[src/rtl/dwt_frame_buffer_pkg.sv]
// Shared constants for the DWT ping-pong frame buffer: defaults, pair packing
// offsets and the read-side state encoding.
package dwt_frame_buffer_pkg;
  localparam int DEF_DATA_WIDTH = 12;
  localparam int DEF_FRAME_LEN  = 32;

  // A pair is packed {d, a}; a sits at bit 0 and d starts one coefficient up.
  localparam int A_LSB = 0;
  localparam int D_LSB = DEF_DATA_WIDTH;

  typedef enum logic {
    ST_IDLE   = 1'b0,
    ST_STREAM = 1'b1
  } rd_state_e;
endpackage

[src/rtl/dwt_fb_bank.sv]
// One frame bank: FRAME_LEN pair registers with a write port, a combinational
// read port and a full flag that the top sets on the last write and clears on drain.
module dwt_fb_bank
  import dwt_frame_buffer_pkg::*;
#(
  parameter int DATA_WIDTH = DEF_DATA_WIDTH,
  parameter int FRAME_LEN  = DEF_FRAME_LEN
) (
  input  logic                              clk,
  input  logic                              rst_n,
  input  logic                              i_wr_en,
  input  logic [$clog2(FRAME_LEN)-1:0]      i_wr_addr,
  input  logic [2*DATA_WIDTH-1:0]           i_wr_data,
  input  logic [$clog2(FRAME_LEN)-1:0]      i_rd_addr,
  output logic [2*DATA_WIDTH-1:0]           o_rd_data,
  input  logic                              i_set_full,
  input  logic                              i_clr_full,
  output logic                              o_full
);
  logic [FRAME_LEN-1:0][2*DATA_WIDTH-1:0] r_mem;
  logic                                   r_full;

  // Storage has no reset: contents are only read after being written.
  always_ff @(posedge clk) begin
    if (i_wr_en) r_mem[i_wr_addr] <= i_wr_data;
  end

  always_ff @(posedge clk or negedge rst_n) begin
    if (!rst_n)          r_full <= 1'b0;
    else if (i_set_full) r_full <= 1'b1;
    else if (i_clr_full) r_full <= 1'b0;
  end

  assign o_rd_data = r_mem[i_rd_addr];
  assign o_full    = r_full;
endmodule

[src/rtl/dwt_frame_buffer.sv]
// Ping-pong frame buffer between the DWT and the CNN input layer. Fills one bank
// while the other streams out over valid/ready; drops and flags pairs when both are full.
module dwt_frame_buffer
  import dwt_frame_buffer_pkg::*;
#(
  parameter int DATA_WIDTH = DEF_DATA_WIDTH,
  parameter int FRAME_LEN  = DEF_FRAME_LEN
) (
  input  logic                    clk,
  input  logic                    rst_n,
  input  logic                    in_enable,
  input  logic [DATA_WIDTH-1:0]   dwt_a_in,
  input  logic [DATA_WIDTH-1:0]   dwt_d_in,
  output logic                    out_valid,
  input  logic                    out_ready,
  output logic [2*DATA_WIDTH-1:0] out_data,
  output logic                    out_last,
  output logic                    overflow,
  input  logic                    clr_overflow
);
  localparam int ADDR_WIDTH = $clog2(FRAME_LEN);
  localparam int PAIR_W     = 2 * DATA_WIDTH;
  localparam logic [ADDR_WIDTH-1:0] LAST_ADDR = ADDR_WIDTH'(FRAME_LEN - 1);

  logic                  r_wr_bank, r_rd_bank;
  logic [ADDR_WIDTH-1:0] r_wr_ptr, r_rd_ptr;
  logic                  r_overflow;
  rd_state_e             r_state, w_state_nxt;

  logic [1:0]             w_full;
  logic [1:0][PAIR_W-1:0] w_rd_data;
  logic [PAIR_W-1:0]      w_pair;
  logic                   w_wr_accept, w_wr_done, w_drop;
  logic                   w_rd_last, w_rd_fire, w_rd_done, w_stream;

  assign w_pair[A_LSB +: DATA_WIDTH]              = dwt_a_in;
  assign w_pair[A_LSB + DATA_WIDTH +: DATA_WIDTH] = dwt_d_in;

  assign w_wr_accept = in_enable && !w_full[r_wr_bank];
  assign w_drop      = in_enable &&  w_full[r_wr_bank];
  assign w_wr_done   = w_wr_accept && (r_wr_ptr == LAST_ADDR);

  assign w_stream  = (r_state == ST_STREAM);
  assign w_rd_last = (r_rd_ptr == LAST_ADDR);
  assign w_rd_fire = w_stream && out_ready;
  assign w_rd_done = w_rd_fire && w_rd_last;

  for (genvar b = 0; b < 2; b++) begin : g_bank
    dwt_fb_bank #(
      .DATA_WIDTH (DATA_WIDTH),
      .FRAME_LEN  (FRAME_LEN)
    ) u_bank (
      .clk        (clk),
      .rst_n      (rst_n),
      .i_wr_en    (w_wr_accept && (r_wr_bank == 1'(b))),
      .i_wr_addr  (r_wr_ptr),
      .i_wr_data  (w_pair),
      .i_rd_addr  (r_rd_ptr),
      .o_rd_data  (w_rd_data[b]),
      .i_set_full (w_wr_done && (r_wr_bank == 1'(b))),
      .i_clr_full (w_rd_done && (r_rd_bank == 1'(b))),
      .o_full     (w_full[b])
    );
  end

  always_comb begin
    w_state_nxt = r_state;
    case (r_state)
      ST_IDLE:   if (w_full[r_rd_bank]) w_state_nxt = ST_STREAM;
      ST_STREAM: if (w_rd_done)         w_state_nxt = ST_IDLE;
      default:                          w_state_nxt = ST_IDLE;
    endcase
  end

  always_ff @(posedge clk or negedge rst_n) begin
    if (!rst_n) begin
      r_state    <= ST_IDLE;
      r_wr_bank  <= 1'b0;
      r_wr_ptr   <= '0;
      r_rd_bank  <= 1'b0;
      r_rd_ptr   <= '0;
      r_overflow <= 1'b0;
    end else begin
      r_state <= w_state_nxt;
      if (w_wr_accept) begin
        r_wr_ptr <= w_wr_done ? '0 : r_wr_ptr + 1'b1;
        if (w_wr_done) r_wr_bank <= ~r_wr_bank;
      end
      if (w_rd_fire) begin
        r_rd_ptr <= w_rd_last ? '0 : r_rd_ptr + 1'b1;
        if (w_rd_last) r_rd_bank <= ~r_rd_bank;
      end
      // A drop in the same cycle as a clear leaves the flag set.
      if (w_drop)            r_overflow <= 1'b1;
      else if (clr_overflow) r_overflow <= 1'b0;
    end
  end

  assign out_valid = w_stream;
  assign out_data  = w_stream ? w_rd_data[r_rd_bank] : '0;
  assign out_last  = w_stream && w_rd_last;
  assign overflow  = r_overflow;
endmodule

[config.mk]
export PLATFORM = sky130hd
export DESIGN_NAME = dwt_frame_buffer
export DESIGN_NICKNAME = d
export VERILOG_FILES = /design/src/rtl/dwt_frame_buffer_pkg.sv /design/src/rtl/dwt_fb_bank.sv /design/src/rtl/dwt_frame_buffer.sv
export SDC_FILE = /design/constraint.sdc
export NUM_CORES = 2
export LEC_CHECK = 0
export ABC_AREA = 1
export CAP_MARGIN = 0
export CORE_MARGIN = 2
export CORE_UTILIZATION = 45
export DETAILED_ROUTE_END_ITERATION = 10
export MAX_ROUTING_LAYER = met4
export PLACE_DENSITY = 0.6
export SLEW_MARGIN = 15
export SYNTH_ARGS = -nofsm -noshare
export SYNTH_HDL_FRONTEND = slang
export SYNTH_SLANG_ARGS = --single-unit
[constraint.sdc]
create_clock -name clk -period 2.8 [get_ports clk]
set_input_delay 0.28 -clock clk [delete_from_list [all_inputs] [get_ports clk]]
set_output_delay 0.28 -clock clk [all_outputs]
set_load 0.005 [all_outputs]
# Word level (Yosys, flattened, before mapping)
# Index checks and enable logic that the tools add are counted.
[word_totals] reg_bits=1552 elab_cells=129
[op_classes] addsub=2 magnitude_cmp=5 eq_ne=2 n_mux=26 bitwise=3 reduce_logical=19
[ops] cell="bitwise mux 768 bit" n=2
[ops] cell="binary-select mux 24 bit (select 5 bit)" n=2
[ops] cell="2-to-1 mux 24 bit" n=6
[ops] cell="demux 24 bit (select 5 bit)" n=1
[ops] cell="logical AND 1 bit" n=13
[ops] cell="less-than comparator 5 x 6 -> 1 bit, second input constant" n=2
[ops] cell="2-to-1 mux 1 bit" n=12
[ops] cell="adder 5 x 1 -> 5 bit, second input constant" n=2
[ops] cell="equality test 5 bit, second input constant" n=2
[ops] cell="2-to-1 mux 5 bit" n=2
[ops] cell="nonzero test 2 bit" n=3
[ops] cell=">= comparator 5 x 1 -> 1 bit, second input constant" n=1
[ops] cell="less-than comparator 1 x 2 -> 1 bit, second input constant" n=2
[ops] cell="AND reduction 2 bit" n=2
[ops] cell="inverter 1 bit" n=3
[ops] cell="case mux 1 bit (2 select lines)" n=1
[ops] cell="logical NOT 1 bit" n=1

# Logic depth before layout (Yosys ltp)
[depth] word_depth=7 ltp_mapped=12 depth_no_buf=9

# Modules after synthesis
# A second synthesis with hierarchy kept.
[hier_totals] cells_unflattened=5471 area_unflattened_um2=63681.1
[modules_own_cells] mod="dwt_fb_bank" instances=2 cells_each=2644 area_per_inst_um2=31280.0 seq_area_each_um2=23087.1
[modules_own_cells] mod="dwt_frame_buffer" instances=1 cells_each=183 area_per_inst_um2=1121.1 seq_area_each_um2=350.3

# Worst setup path after synthesis
# Ideal clock, no wire load.
[synth_timing] kind="register to register" startpoint="register, netlist name r_wr_ptr[2]" endpoint="register g_bank[0].u_bank.r_mem[480] (netlist bit), enable pin" setup_ps=405 arrival_ps=2032 required_ps=2395 slack_ps=363 path_stages_with_launch=6 path_buffers=1 synth_period_minus_slack_ps=2437 cell_sequence="dfrtp_1 -> clkbuf_1 -> inv_1 -> nor3_1 -> nand2_1 -> nor2_1"
[synth_lines] element="to (signal, indexed assignment)" line_no="dwt_fb_bank.sv:25" rtl="if (i_wr_en) r_mem[i_wr_addr] <= i_wr_data;"
[synth_lines] element="to (decl)" line_no="dwt_fb_bank.sv:20" rtl="logic [FRAME_LEN-1:0][2*DATA_WIDTH-1:0] r_mem;"

# Worst setup path in the final report
[layout_timing] startpoint="register r_rd_ptr[1]" endpoint="output out_data[2]"
[layout_via] elab_chain_len=5
[layout_lines] element="from (decl)" line_no="dwt_frame_buffer.sv:26" rtl="logic [ADDR_WIDTH-1:0] r_wr_ptr, r_rd_ptr;"
[layout_lines] element="from (signal assigned)" line_no="dwt_frame_buffer.sv:90" rtl="r_rd_ptr <= w_rd_last ? '0 : r_rd_ptr + 1'b1;"
[layout_lines] element="binary-select mux 24 bit (select 5 bit)" line_no="dwt_fb_bank.sv:34" rtl="assign o_rd_data = r_mem[i_rd_addr];"
[layout_lines] element="2-to-1 mux 24 bit (implied by the code)" line_no="dwt_fb_bank.sv:34"
[layout_lines] element="2-to-1 mux 24 bit (implied by the code) (*) (2 in a row)" line_no="dwt_frame_buffer.sv:100" rtl="assign out_data = w_stream ? w_rd_data[r_rd_bank] : '0;"
[layout_lines] element="2-to-1 mux 24 bit (*)" line_no="dwt_frame_buffer.sv:100"
[layout_lines] element="to (decl)" line_no="dwt_frame_buffer.sv:16" rtl="output logic [2*DATA_WIDTH-1:0] out_data,"
# Mark *: on every way between the ends. The rest lies on a longest branch, timed or not. The select of a mux whose other input is x is not followed.

==> qor.yml <==
grt_pass1_vias: 43500
grt_use_total_pct: 28.9
worstSetupPathType: "reg -> out"
hold_path_class: "in -> reg"
postLayoutCoreUtil_pct: 58.0
layout_commonest_cell: "nand2_1"
synth_top_area_cell: "edfxtp_1"
areaGrowthSynthToFinish_pct: 27.8
place_congestion: 0.886
clkTransAtPathRegs_ns: 0.06
grt_remaining_overflow: 0
setup.worst_path.end_class: "output pin"
peakVddDrop_mv: 0.867
setup_viol: 25
drtAntennaViolNets: 0
reg2reg_slack_ns: 0.21
final_cell_mix: "1,601 x nand2_1, 1,536 x edfxtp_1, 598 x nand3_1"
yosysTopAreaCellShare_pct: 71.7
period_needed_ns: 3.43
drt_drc_violations_left: 0
cp-start-kind: "register"
critPathMaxFanout: 7
finalCritPeriodShare_pct: 122
yosys.cell_types.count: 19
timing.hold.ws_ns: 0.0687
fillers: 11300
slew_headroom_pct: 24.5
cts_sinks: 1552
antenna_found_initial: 10
fin_cells: 8327
wl_per_cell_um: 25.0
drt_wl_total_mm: 208
core_region_area_um2: 142000
p_per_area_nw_per_um2: 1100
ios: 56
p_leak_nw: 31.2
finalSetupTns_ns: -13.86
syn_nets: 5835
cap_viol_max_count: 0
port_buffers: 55
htree_levels: 4
setup_ws_ns: -0.626
die_area_um2: 146000
die_w_um: 382
violations: "negative setup slack"
syn_inst: 5799
place_hpwl_mm: 116
cts_buffer_depth: 3
grt_first_pass_wirelength_mm: 298
ys_warn_count: 0
initial_core_util_pct: 45.3
required_ns: 2.52
critPathArrivalTime_ns: 3.15
drive_gt1_share_pct: 23.6
rows: 138
syn_area_um2: 64300
drv_slew: 0
avgSynthCellArea_um2: 11.1
max_freq_ghz: 0.292
power.total_mw: 90.7
grt_max_degree: 65
yosysSeqAreaShare_pct: 72.4
cts_made_buffers: 161
die_height_um: 382
via_count: 46400
cts_tree: "yes"
first_iter_violations: 6507
ys_ff_latch: 1552
grt_setup_unrepaired: "yes"
final_net_count: 6341
final-hold-violation-count: 0
dp_cells: 7848
vias_per_cell: 5.58
status: "complete, but fails checks"
clock_skew_ns: 0.0294
yosys-top-cells-area: "edfxtp_1 72%, nand2_1 10%, nand3_1 6.2%"
cts_root_buf: "clkbuf_16"
worstMarginPinSlew_ns: 1.13
drtPass1Iterations: 6
clk-insertion-delay-late_ns: 0.83
## worst max-delay path, stage by stage, from the launching register on
cell and delay (ns):
dfrtp_4 0.42, buf_12 0.17, buf_12 0.16, buf_16 0.15, buf_12 0.15, buf_12 0.13, buf_8 0.13, buf_6 0.11
nand2_1 0.05, nand3_1 0.10, nand3_2 0.12, nand2_2 0.11, nand3_4 0.08, a21oi_4 0.24, buf_2 0.16
## area by class of cell
class / count / area, um^2 / share of cell area, %
Tap cell: 1890 / 2360 / 2.88
Clock buffer: 200 / 4240 / 5.16
Sequential cell: 1552 / 46500 / 56.6
Timing Repair inverter: 6 / 100 / 0.122
Inverter: 386 / 1490 / 1.82
Multi-Input combinational cell: 3527 / 18000 / 21.9
Clock inverter: 88 / 850 / 1.03
Antenna cell: 7 / 17.5 / 0.0213
Timing Repair Buffer: 671 / 8580 / 10.4
## cell families (layout without fill, tap and decap cells)
family	count (synthesis)	after routing	share of synthesized area, %
xor gates and xnor gates	1	1	0.0136
AOI/OAI and AO/OA	330	330	2.57
and+or+nand+nor	3189	3189	20.2
buffers and inverters	720	1351	4.72
adders and majority gates	7	7	0.136
DFF	1552	1552	72.4
other	0	7	0
## registers in the layout, summed over array words and instances, names as in the netlist
signal / cells
r_wr_bank: 1
overflow: 1
g_bank.u_bank.r_mem: 1536
g_bank.u_bank.o_full: 2
r_rd_ptr: 5
r_rd_bank: 1
out_valid: 1
r_wr_ptr: 5
## final timing paths
| path | from | cells after the start | end |
|---|---|---|---|
| setup / recovery | r_rd_ptr[1]$_DFFE_PN0N_ | 14 | out_data[2] |
| hold / removal | dwt_a_in[7] | 1 | g_bank[1].u_bank.r_mem[439]$_DFFE_PP_ |
| setup reg to reg | r_rd_ptr[1]$_DFFE_PN0N_ | 15 | r_rd_ptr[0]$_DFFE_PN0N_ |
| hold reg to reg | r_wr_bank$_DFFE_PN0P_ | 2 | r_wr_bank$_DFFE_PN0P_ |
| max in group asynchronous | rst_n | 2 | r_rd_ptr[0]$_DFFE_PN0N_ |
| min in group asynchronous | rst_n | 2 | r_wr_bank$_DFFE_PN0P_ |
## synth_stat cells
library cell,n
xor2_1,1
inv_1,380
buf_2,173
clkbuf_1,82
buf_6,1
dfrtp_1,16
ha_1,7
nand2_1,1780
o21ai_0,205
clkinv_1,3
edfxtp_1,1536
buf_4,29
a31oi_1,1
nor2_1,605
a21oi_1,124
nor3_1,9
inv_2,3
buf_1,49
nand3_1,795
## power by group
part	switching (mW)	total, mW	internal [mW]	leakage [nW]
clock	9.25	21.0	11.8	2.48
combinational	26.2	43.2	17.0	14.8
sequential	0.255	26.5	26.2	14.0
total	35.7	90.7	55.0	31.2
## metal layers
metal	wire length [um]	share of wire, %	GRT usage, %	vias up
met5	0	0	-	-
met4	5810	2.8	8.09	0
met3	21900	11	5.41	371
met2	94700	45	43.1	2556
met1	86100	41	40.7	22800
li1	-	-	-	20700
## metrics by stage
stage | cell area (um^2) | setup WS [ns]
2_1_floorplan | 64300 | 0.363
3_3_place_gp | 70400 | -0.720
3_5_place_dp | 70400 | -0.727
4_1_cts | 80700 | -0.647
5_1_grt | 82200 | -0.702
6_report | 82200 | -0.626
## what timing repair did
action                     CTS  global route
hold buffers                 8             0
pin swaps                  214           163
setup endpoints to repair   25            25
cloned                      47            17
resized for setup          823           281
setup buffers              126            19
hold endpoints to repair    97             0
Note: power is estimated with default switching activity, not from simulation.
